### src/rtl/instr_encoder_if.sv
// Handshake bundle for instr_encoder.
//   Request side  : in_valid/in_ready plus the field set (in_type, rd, rs1, rs2,
//                   funct3, funct7, imm).
//   Delivery side : out_valid/out_ready, out_instr, plus enc_count and err status.
// The master modport is the request producer and word consumer; the slave
// modport is the encoder itself.
interface instr_encoder_if #(
  parameter int unsigned CNT_W = 16
);
  logic             in_valid;
  logic             in_ready;
  logic [1:0]       in_type;
  logic [4:0]       rd;
  logic [4:0]       rs1;
  logic [4:0]       rs2;
  logic [2:0]       funct3;
  logic [6:0]       funct7;
  logic [12:0]      imm;
  logic             out_valid;
  logic             out_ready;
  logic [31:0]      out_instr;
  logic [CNT_W-1:0] enc_count;
  logic             err;

  modport master (
    output in_valid, in_type, rd, rs1, rs2, funct3, funct7, imm, out_ready,
    input  in_ready, out_valid, out_instr, enc_count, err
  );

  modport slave (
    input  in_valid, in_type, rd, rs1, rs2, funct3, funct7, imm, out_ready,
    output in_ready, out_valid, out_instr, enc_count, err
  );
endinterface

### src/rtl/instr_encoder.sv
// instr_encoder: builds 32-bit RV64I words for the R-type, ld, sd and beq
// classes and queues them in a DEPTH-entry FIFO.
//   clk    : rising-edge clock
//   reset  : synchronous, active-high; flushes the FIFO and clears status
//   bus    : instr_encoder_if.slave
//            in_valid/in_ready/in_type/rd/rs1/rs2/funct3/funct7/imm  request
//            out_valid/out_ready/out_instr                           delivery
//            enc_count : words delivered (wraps at 2^CNT_W)
//            err       : one-cycle pulse after an illegal request is consumed
// DEPTH must be a power of two and at least 2 so the pointers wrap naturally.
module instr_encoder #(
  parameter int unsigned DEPTH = 4,
  parameter int unsigned CNT_W = 16
) (
  input  logic                clk,
  input  logic                reset,
  instr_encoder_if.slave      bus
);

  localparam int unsigned PtrW = $clog2(DEPTH);
  localparam logic [PtrW:0] FullCount = DEPTH[PtrW:0];

  localparam logic [6:0] OpR   = 7'b0110011;
  localparam logic [6:0] OpLd  = 7'b0000011;
  localparam logic [6:0] OpSd  = 7'b0100011;
  localparam logic [6:0] OpBeq = 7'b1100011;

  logic [31:0]     r_mem [DEPTH];
  logic [PtrW-1:0] r_wr_ptr;
  logic [PtrW-1:0] r_rd_ptr;
  logic [PtrW:0]   r_count;
  logic [31:0]     r_last;
  logic [CNT_W-1:0] r_enc_count;
  logic            r_err;

  logic [31:0] w_word;
  logic        w_legal;
  logic        w_full;
  logic        w_empty;
  logic        w_accept;
  logic        w_push;
  logic        w_pop;

  // Field assembly for each class; fields a class does not use are ignored.
  always_comb begin
    w_word  = '0;
    w_legal = 1'b1;
    case (bus.in_type)
      2'b00: begin
        w_word = {bus.funct7, bus.rs2, bus.rs1, bus.funct3, bus.rd, OpR};
      end
      2'b01: begin
        w_word  = {bus.imm[11:0], bus.rs1, 3'b011, bus.rd, OpLd};
        // 12-bit signed range: the 13th bit must be a sign extension.
        w_legal = (bus.imm[12] == bus.imm[11]);
      end
      2'b10: begin
        w_word  = {bus.imm[11:5], bus.rs2, bus.rs1, 3'b011, bus.imm[4:0], OpSd};
        w_legal = (bus.imm[12] == bus.imm[11]);
      end
      default: begin
        w_word  = {bus.imm[12], bus.imm[10:5], bus.rs2, bus.rs1, 3'b000,
                   bus.imm[4:1], bus.imm[11], OpBeq};
        // Branch offsets are in halfwords; an odd byte offset is unencodable.
        w_legal = ~bus.imm[0];
      end
    endcase
  end

  assign w_full   = (r_count == FullCount);
  assign w_empty  = (r_count == '0);
  // Acceptance only looks at current fullness, so a full FIFO refuses even
  // when the head is popped on the same edge.
  assign w_accept = bus.in_valid & ~w_full;
  assign w_push   = w_accept & w_legal;
  assign w_pop    = ~w_empty & bus.out_ready;

  always_ff @(posedge clk) begin
    if (reset) begin
      r_wr_ptr    <= '0;
      r_rd_ptr    <= '0;
      r_count     <= '0;
      r_last      <= '0;
      r_enc_count <= '0;
      r_err       <= 1'b0;
    end else begin
      r_err <= w_accept & ~w_legal;
      if (w_push) begin
        r_wr_ptr <= r_wr_ptr + 1'b1;
      end
      if (w_pop) begin
        r_rd_ptr    <= r_rd_ptr + 1'b1;
        r_last      <= r_mem[r_rd_ptr];
        r_enc_count <= r_enc_count + 1'b1;
      end
      case ({w_push, w_pop})
        2'b10:   r_count <= r_count + 1'b1;
        2'b01:   r_count <= r_count - 1'b1;
        default: r_count <= r_count;
      endcase
    end
  end

  // Storage needs no reset: entries are only visible while counted as occupied.
  always_ff @(posedge clk) begin
    if (w_push) begin
      r_mem[r_wr_ptr] <= w_word;
    end
  end

  assign bus.in_ready  = ~w_full;
  assign bus.out_valid = ~w_empty;
  // When empty, show the last word that left (or 0 after reset) rather than
  // whatever stale entry sits under the read pointer.
  assign bus.out_instr = w_empty ? r_last : r_mem[r_rd_ptr];
  assign bus.enc_count = r_enc_count;
  assign bus.err       = r_err;

endmodule

### src/flat_wrapper.sv
// flat-port wrapper written by rule: the top's interface ports become plain ports
module instr_encoder_flat 
#(
  parameter int unsigned DEPTH = 4,
  parameter int unsigned CNT_W = 16
)
  (clk, reset, bus_in_valid, bus_in_type, bus_rd, bus_rs1, bus_rs2, bus_funct3, bus_funct7, bus_imm, bus_out_ready, bus_in_ready, bus_out_valid, bus_out_instr, bus_enc_count, bus_err);
  instr_encoder_if #(.CNT_W(CNT_W)) bus_i ();
  input  logic clk;
  input  logic reset;
  input wire logic [$bits(bus_i.in_valid)-1:0] bus_in_valid;
  input wire logic [$bits(bus_i.in_type)-1:0] bus_in_type;
  input wire logic [$bits(bus_i.rd)-1:0] bus_rd;
  input wire logic [$bits(bus_i.rs1)-1:0] bus_rs1;
  input wire logic [$bits(bus_i.rs2)-1:0] bus_rs2;
  input wire logic [$bits(bus_i.funct3)-1:0] bus_funct3;
  input wire logic [$bits(bus_i.funct7)-1:0] bus_funct7;
  input wire logic [$bits(bus_i.imm)-1:0] bus_imm;
  input wire logic [$bits(bus_i.out_ready)-1:0] bus_out_ready;
  output wire logic [$bits(bus_i.in_ready)-1:0] bus_in_ready;
  output wire logic [$bits(bus_i.out_valid)-1:0] bus_out_valid;
  output wire logic [$bits(bus_i.out_instr)-1:0] bus_out_instr;
  output wire logic [$bits(bus_i.enc_count)-1:0] bus_enc_count;
  output wire logic [$bits(bus_i.err)-1:0] bus_err;
  assign bus_i.in_valid = bus_in_valid;
  assign bus_i.in_type = bus_in_type;
  assign bus_i.rd = bus_rd;
  assign bus_i.rs1 = bus_rs1;
  assign bus_i.rs2 = bus_rs2;
  assign bus_i.funct3 = bus_funct3;
  assign bus_i.funct7 = bus_funct7;
  assign bus_i.imm = bus_imm;
  assign bus_i.out_ready = bus_out_ready;
  assign bus_in_ready = bus_i.in_ready;
  assign bus_out_valid = bus_i.out_valid;
  assign bus_out_instr = bus_i.out_instr;
  assign bus_enc_count = bus_i.enc_count;
  assign bus_err = bus_i.err;
  instr_encoder #(.DEPTH(DEPTH), .CNT_W(CNT_W)) u_core (.clk(clk), .reset(reset), .bus(bus_i));
endmodule
### config.mk
export PLATFORM = sky130hd
export DESIGN_NAME = instr_encoder_flat
export DESIGN_NICKNAME = d
export VERILOG_FILES = /design/src/rtl/instr_encoder_if.sv /design/src/rtl/instr_encoder.sv /design/src/flat_wrapper.sv
export SDC_FILE = /design/constraint.sdc
export NUM_CORES = 1
export LEC_CHECK = 0
export CAP_MARGIN = 0
export CORE_AREA = 2 2 122 124
export CTS_CLUSTER_SIZE = 12
export DETAILED_ROUTE_END_ITERATION = 10
export DIE_AREA = 0 0 124 126
export HOLD_SLACK_MARGIN = 0.12
export PLACE_DENSITY = 0.78
export SLEW_MARGIN = 20
export SYNTH_ARGS = -nofsm -noshare
export SYNTH_HDL_FRONTEND = slang
export SYNTH_SLANG_ARGS = --single-unit
export TNS_END_PERCENT = 5
### constraint.sdc
create_clock -name clk -period 2.58 [get_ports clk]
set_input_delay 0.516 -clock clk [delete_from_list [all_inputs] [get_ports clk]]
set_output_delay 0.516 -clock clk [all_outputs]
set_load 0.005 [all_outputs]
# Yosys cells after proc, flatten, opt, wreduce, memory -nomap -nowiden
# Memory sizes are Yosys's and may differ from the RTL's. A register that Yosys moved wholly into a read port is not among the register bits.
# Cells that the tools add are included.
# totals
ff_bits	56
mem_bits_rw	128
input_bits	44
output_inout_bits	51
n_memories	1
# op_classes
add_sub_neg	5
eq_ne	6
n_mux	8
bitwise_logic	8
n_reduce_logical	4
# mem_list
memory	words	width	rd	rd_clocked_by_memory_dff	wr	line_no	source
u_core.r_mem	4	32	1	1	1	instr_encoder.sv:28	logic [31:0] r_mem [DEPTH];
# op_table
cell	count
one-hot mux 32 bit (3 select lines)	1
2-to-1 mux 32 bit	1
adder 16 x 1 -> 16 bit (second input constant)	1
one-hot mux 3 bit (2 select lines)	1
adder 2 x 1 -> 2 bit (second input constant)	2
bitwise AND 1 bit	4
== test 2 x 1 -> 1 bit (second input constant)	2
== test 2 bit (second input constant)	2
2-to-1 mux 2 bit	2
NOT 1 bit	4
adder 3 x 1 -> 3 bit (second input constant)	1
== test 3 bit (second input constant)	1
logical NOT 3 bit	1
subtractor 3 x 1 -> 3 bit (second input constant)	1
logical NOT 2 bit	1
2-to-1 mux 1 bit	2
one-hot mux 1 bit (2 select lines)	1
nonzero test 2 bit	1
OR reduction 2 bit	1
== test 1 bit	1

# Logic depth before layout (Yosys ltp)
# depth
word_depth	6
mapped_depth	12
mapped_depth_nobuf	11

# Worst setup path after synthesis
# OpenSTA, ideal clock, no wires.
# synth_path
path_kind	input to register
startpoint	input bus_in_type[0]
endpoint	register u_core.r_count[2]
setup_time_ns	0.070
arrival_ns	2.510
required_time_ns	2.510
setup_slack_ns	-0.001
stages	12
n_path_buf	1
cell_sequence	inv_1 -> ha_1 -> clkbuf_1 -> a211oi_1 -> a211oi_2 -> inv_1 -> ha_1 -> inv_1 -> fa_1 -> xor2_1 -> or3_1 -> a21oi_1
# synth_via
elab_chain_len	6
# synth_lines
item	line_no	source
start, declared	flat_wrapper.sv:12	input wire logic [$bits(bus_i.in_type)-1:0] bus_in_type;
== test 2 x 1 -> 1 bit or == test 2 bit (tied branches)	instr_encoder.sv:48	case (bus.in_type)
OR reduction 2 bit (no source line)	n/a	
one-hot mux 1 bit (2 select lines) (*)	instr_encoder.sv:48	
bitwise AND 1 bit (*)	instr_encoder.sv:75	assign w_push = w_accept & w_legal;
== test 2 x 1 -> 1 bit or == test 2 bit (tied branches)	instr_encoder.sv:96	case ({w_push, w_pop})
one-hot mux 3 bit (2 select lines) or nonzero test 2 bit (tied branches)	n/a	
end signal, assigned	instr_encoder.sv:97	2'b10: r_count <= r_count + 1'b1;
end signal, assigned	instr_encoder.sv:98	2'b01: r_count <= r_count - 1'b1;
end signal, assigned	instr_encoder.sv:99	default: r_count <= r_count;
end, declared	instr_encoder.sv:31	logic [PtrW:0] r_count;
# Mark *: on every way between the ends. The rest lies on a longest branch, timed or not.
# A chain may end at the register's enable or synchronous reset.

==> flow_summary_export.csv <==
group,metric,value,unit
place,hpwl,9.99,mm
min_path,hp-class,"flip-flop to flip-flop",
critical_path,reg2reg_slack,60,ps
status,outcome,"complete, but fails checks",
synthesis,ys_warn_count,0,
synthesis,synth_xor_area_share,1.77,%
finish,layout.cells.non_filler,819,
power_and_ir_drop,p_leak,3.39,nW
cts,cts_hold_buf,0,
finish,nets,679,
cts,cts_tree,"yes",
global_routing,track_usage,21.5,%
critical_path,worst_setup_path_end_kind,"primary output",
status,violations,"setup timing",
timing,fin_crit_sh,100,%
critical_path,timing.rr.start,"u_core.r_count[2]$_SDFFE_PP0P_",
cts,cts_buffers,17,
global_routing,antenna_found_initial,0,
global_routing,grt.busiest_layer,"met2",
routing,drc,0,
routing,drt.antenna.violating_nets,0,
timing,setup_violations,1,
synthesis,syn_area,6930,um2
critical_path,critPathKind,"flip-flop to primary output",
synthesis,synth_top_family_by_area,"multiplexers",
routing,drt_wl_total,15.8,mm
routing,avgViaCountPerCell,5.51,
global_routing,use_met1,26.3,%
critical_path,max_stage_delay,530,ps
cts,cts.sinks,167,
synthesis,synthMuxAreaShare,14.1,%
die,coreArea,14300,um2
timing,fin_skew,10.9,ps
synthesis,synth_seq_cells,167,
timing,setup_ws,-0.400,ps
cts,clockBufferDepth,2,
synthesis,synth_compound_area_share,6.16,%
critical_path,slowest_stage,"mux4_2",
critical_path,critical_path_arrival,2060,ps
global_routing,gr-usage-met2,35.8,%
global_routing,grt_overflow,0,
synthesis,synth-async-reset-ratio,0,%
place,gp_congestion,0.916,
place,place_inst,776,
synthesis,syn_area_per_cell,14.1,um2
die,ios,95,
die,die_height,126,um
critical_path,required,2060,ps
critical_path,r2r_cells,10,
cts,path_clk_slew,60,ps
place,pre_cts_slack,-572,ps
die,start_util,48.4,%
timing,max_slew_margin,56.5,%
die,dieArea,15600,um2
cts,htreeDepth,4,
critical_path,worst_path_dominant_cell_family,"multiplexers",
finish,antenna-diode-count,0,
timing,timing.fmax,0.388,GHz
timing,slew_viol_final,0,
synthesis,synth_cell_types,41,
synthesis,ys_seq_area_share,64.4,%
run,cap_violations,0,
synthesis,synth_cells,490,
finish,layout-drive-gt1-share,26.0,%
die,rows,44,
timing,rsz0062_at_grt,"true",
timing,finalHoldViolations,0,
critical_path,critical_path.max_fanout,5,
global_routing,grt_max_degree,35,
synthesis,synth-simple-area-share,8.50,%
critical_path,cp_cell_sequence,"buf_6 -> mux4_2 -> mux2_4 -> dlygate4sd2_1",
routing,drtPass1Iterations,5,
routing,drt-initial-drc-count,303,
synthesis,synthAdderAreaFrac,2.45,%
synthesis,ys.flop_type,"edfxtp_1",
routing,vias,4516,
power_and_ir_drop,peakVddDrop,0.000536,V
timing,timing.final.crit_period,2580,ps
finish,syn_to_final_growth,32.1,%
critical_path,start_kind,"flip-flop",
timing,worstMarginPinSlew,653,ps
min_path,whs_endpoint,"u_core.r_last[27]$_SDFFE_PP0P_",
min_path,min-delay-start,"u_core.r_last[27]$_SDFFE_PP0P_",
min_path,whs_path_depth,2,
cts,root_buffer,"clkbuf_16",
finish,fillers,1040,
place,port_buffers,92,
cts,clk_latency,430,ps
routing,avgRoutedWirePerCell,19.3,um
global_routing,met3_usage,6.43,%
timing,worst_hold_slack,452,ps
global_routing,grt_pass1_wl,24.6,mm
power_and_ir_drop,powerDensity,1010,nW/um2
critical_path,r2r_end,"u_core.r_count[2]$_SDFFE_PP0P_",
global_routing,grt_pass1_vias,4702,
synthesis,synth_edf_count,112,
die,die_w,124,um
critical_path,worst-path-buf-inv,2,
area by class of cell:
cell class | count | area (um2) | area share, %
Clock buffer | 17 | 425 | 4.65
Clock inverter | 15 | 224 | 2.45
Inverter | 12 | 50.0 | 0.547
Multi-Input combinational cell | 285 | 2400 | 26.2
Sequential cell | 167 | 4470 | 48.8
Tap cell | 184 | 230 | 2.51
Timing Repair Buffer | 139 | 1360 | 14.8
sequential cells by signal (all words and copies together), names as in the netlist, named ones only:
| register | count |
|---|---|
| u_core.bus.err | 1 |
| u_core.r_rd_ptr | 2 |
| u_core.r_count | 3 |
| u_core.r_wr_ptr | 2 |
| u_core.r_mem | 112 |
| u_core.bus.enc_count | 16 |
| u_core.r_last | 29 |
metrics by stage:
stage	TNS (ps)	total power [W]	area, um2	util [%]
6_report	-0.400	0.00924	9160	64.0
5_1_grt	-972	0.00968	9160	64.0
4_1_cts	-2600	0.00926	9140	63.9
3_5_place_dp	-26260	0.00634	8320	58.2
3_3_place_gp	-13130	0.00626	8320	58.2
2_1_floorplan	0	0.00493	6940	-
cell usage in the layout (no fill, tap or decap), types with 6 or more instances in the layout:
| cell type | synthesis | layout |
|---|---|---|
| nand2_1 | 66 | 65 |
| buf_4 | 5 | 33 |
| dlygate4sd2_1 | 0 | 13 |
| mux2_2 | 29 | 15 |
| mux4_2 | 28 | 28 |
| inv_1 | 11 | 9 |
| buf_6 | 0 | 8 |
| buf_12 | 0 | 7 |
| o21ai_0 | 6 | 6 |
| clkbuf_2 | 0 | 9 |
| ha_1 | 12 | 9 |
| clkbuf_16 | 0 | 17 |
| xor2_1 | 9 | 9 |
| dfxtp_1 | 55 | 54 |
| nand3_1 | 6 | 6 |
| nor2_1 | 23 | 23 |
| mux2_4 | 0 | 14 |
| a21oi_1 | 41 | 40 |
| or3_1 | 6 | 6 |
| edfxtp_1 | 112 | 112 |
| clkdlybuf4s50_1 | 0 | 61 |
| a22o_1 | 15 | 15 |
worst min-delay path: stages, from the launching register on:
cell and delay (ps):
dfxtp_1 310, nand2_1 50, a21oi_1 50
logic make-up after synthesis:
kind of cell / after synthesis
flops: 167
fa+ha+maj: 13
mux: 59
buf+inv: 39
xor+xnor: 14
other cells: 1
simple gates: 128
compound gates: 69
cells in the mapped netlist (2+ instances only):
master	count	area (um2)
nor3_1	2	10.0
o31ai_1	3	22.5
mux4_2	28	631
inv_1	11	41.3
or3_1	6	37.5
nand2b_1	3	18.8
mux2_2	29	327
buf_4	5	37.5
xnor2_1	5	43.8
nand4_1	3	18.8
nor2b_1	2	12.5
edfxtp_1	112	3360
xor2_1	9	78.8
or4_1	3	22.5
and2_1	5	31.3
buf_2	5	25.0
dfxtp_1	55	1100
a22o_1	15	131
o21ai_0	6	30.0
clkbuf_1	16	60.1
and3_1	4	25.0
nand3_1	6	30.0
ha_1	12	150
nor2_1	23	86.3
a21oi_1	41	205
nand2_1	66	248
per-layer routing:
metal,up-vias,wire length [um]
met5,-,0
met1,2220,6300
met3,26,1230
met4,0,323
li1,2078,-
met2,192,7990
report_power, final:
part           total, W  switching (W)  internal [W]
combinational   0.00322        0.00143       0.00178
clock           0.00277        0.00104       0.00172
sequential      0.00326       0.000128       0.00313
worst max path at each step:
stage               cells past startpoint                              to  slack, ps
CTS                                     6               bus_out_instr[15]       -180
finish                                  4                bus_out_instr[5]       -0.4
floorplan                               6   u_core.r_mem[2][10]$_DFFE_PP_         10
global placement                       12  u_core.r_count[2]$_SDFFE_PP0P_       -420
detailed placement                     12  u_core.r_count[2]$_SDFFE_PP0P_       -570
global route                            4               bus_out_instr[25]        -70
timing repair:
item,CTS,global route
pin swaps,1,3
setup buffers,6,6
gates cloned,3,0
endpoints found under the setup margin,29,30
resized for setup,54,45
Power figures use the tool's default switching activity.
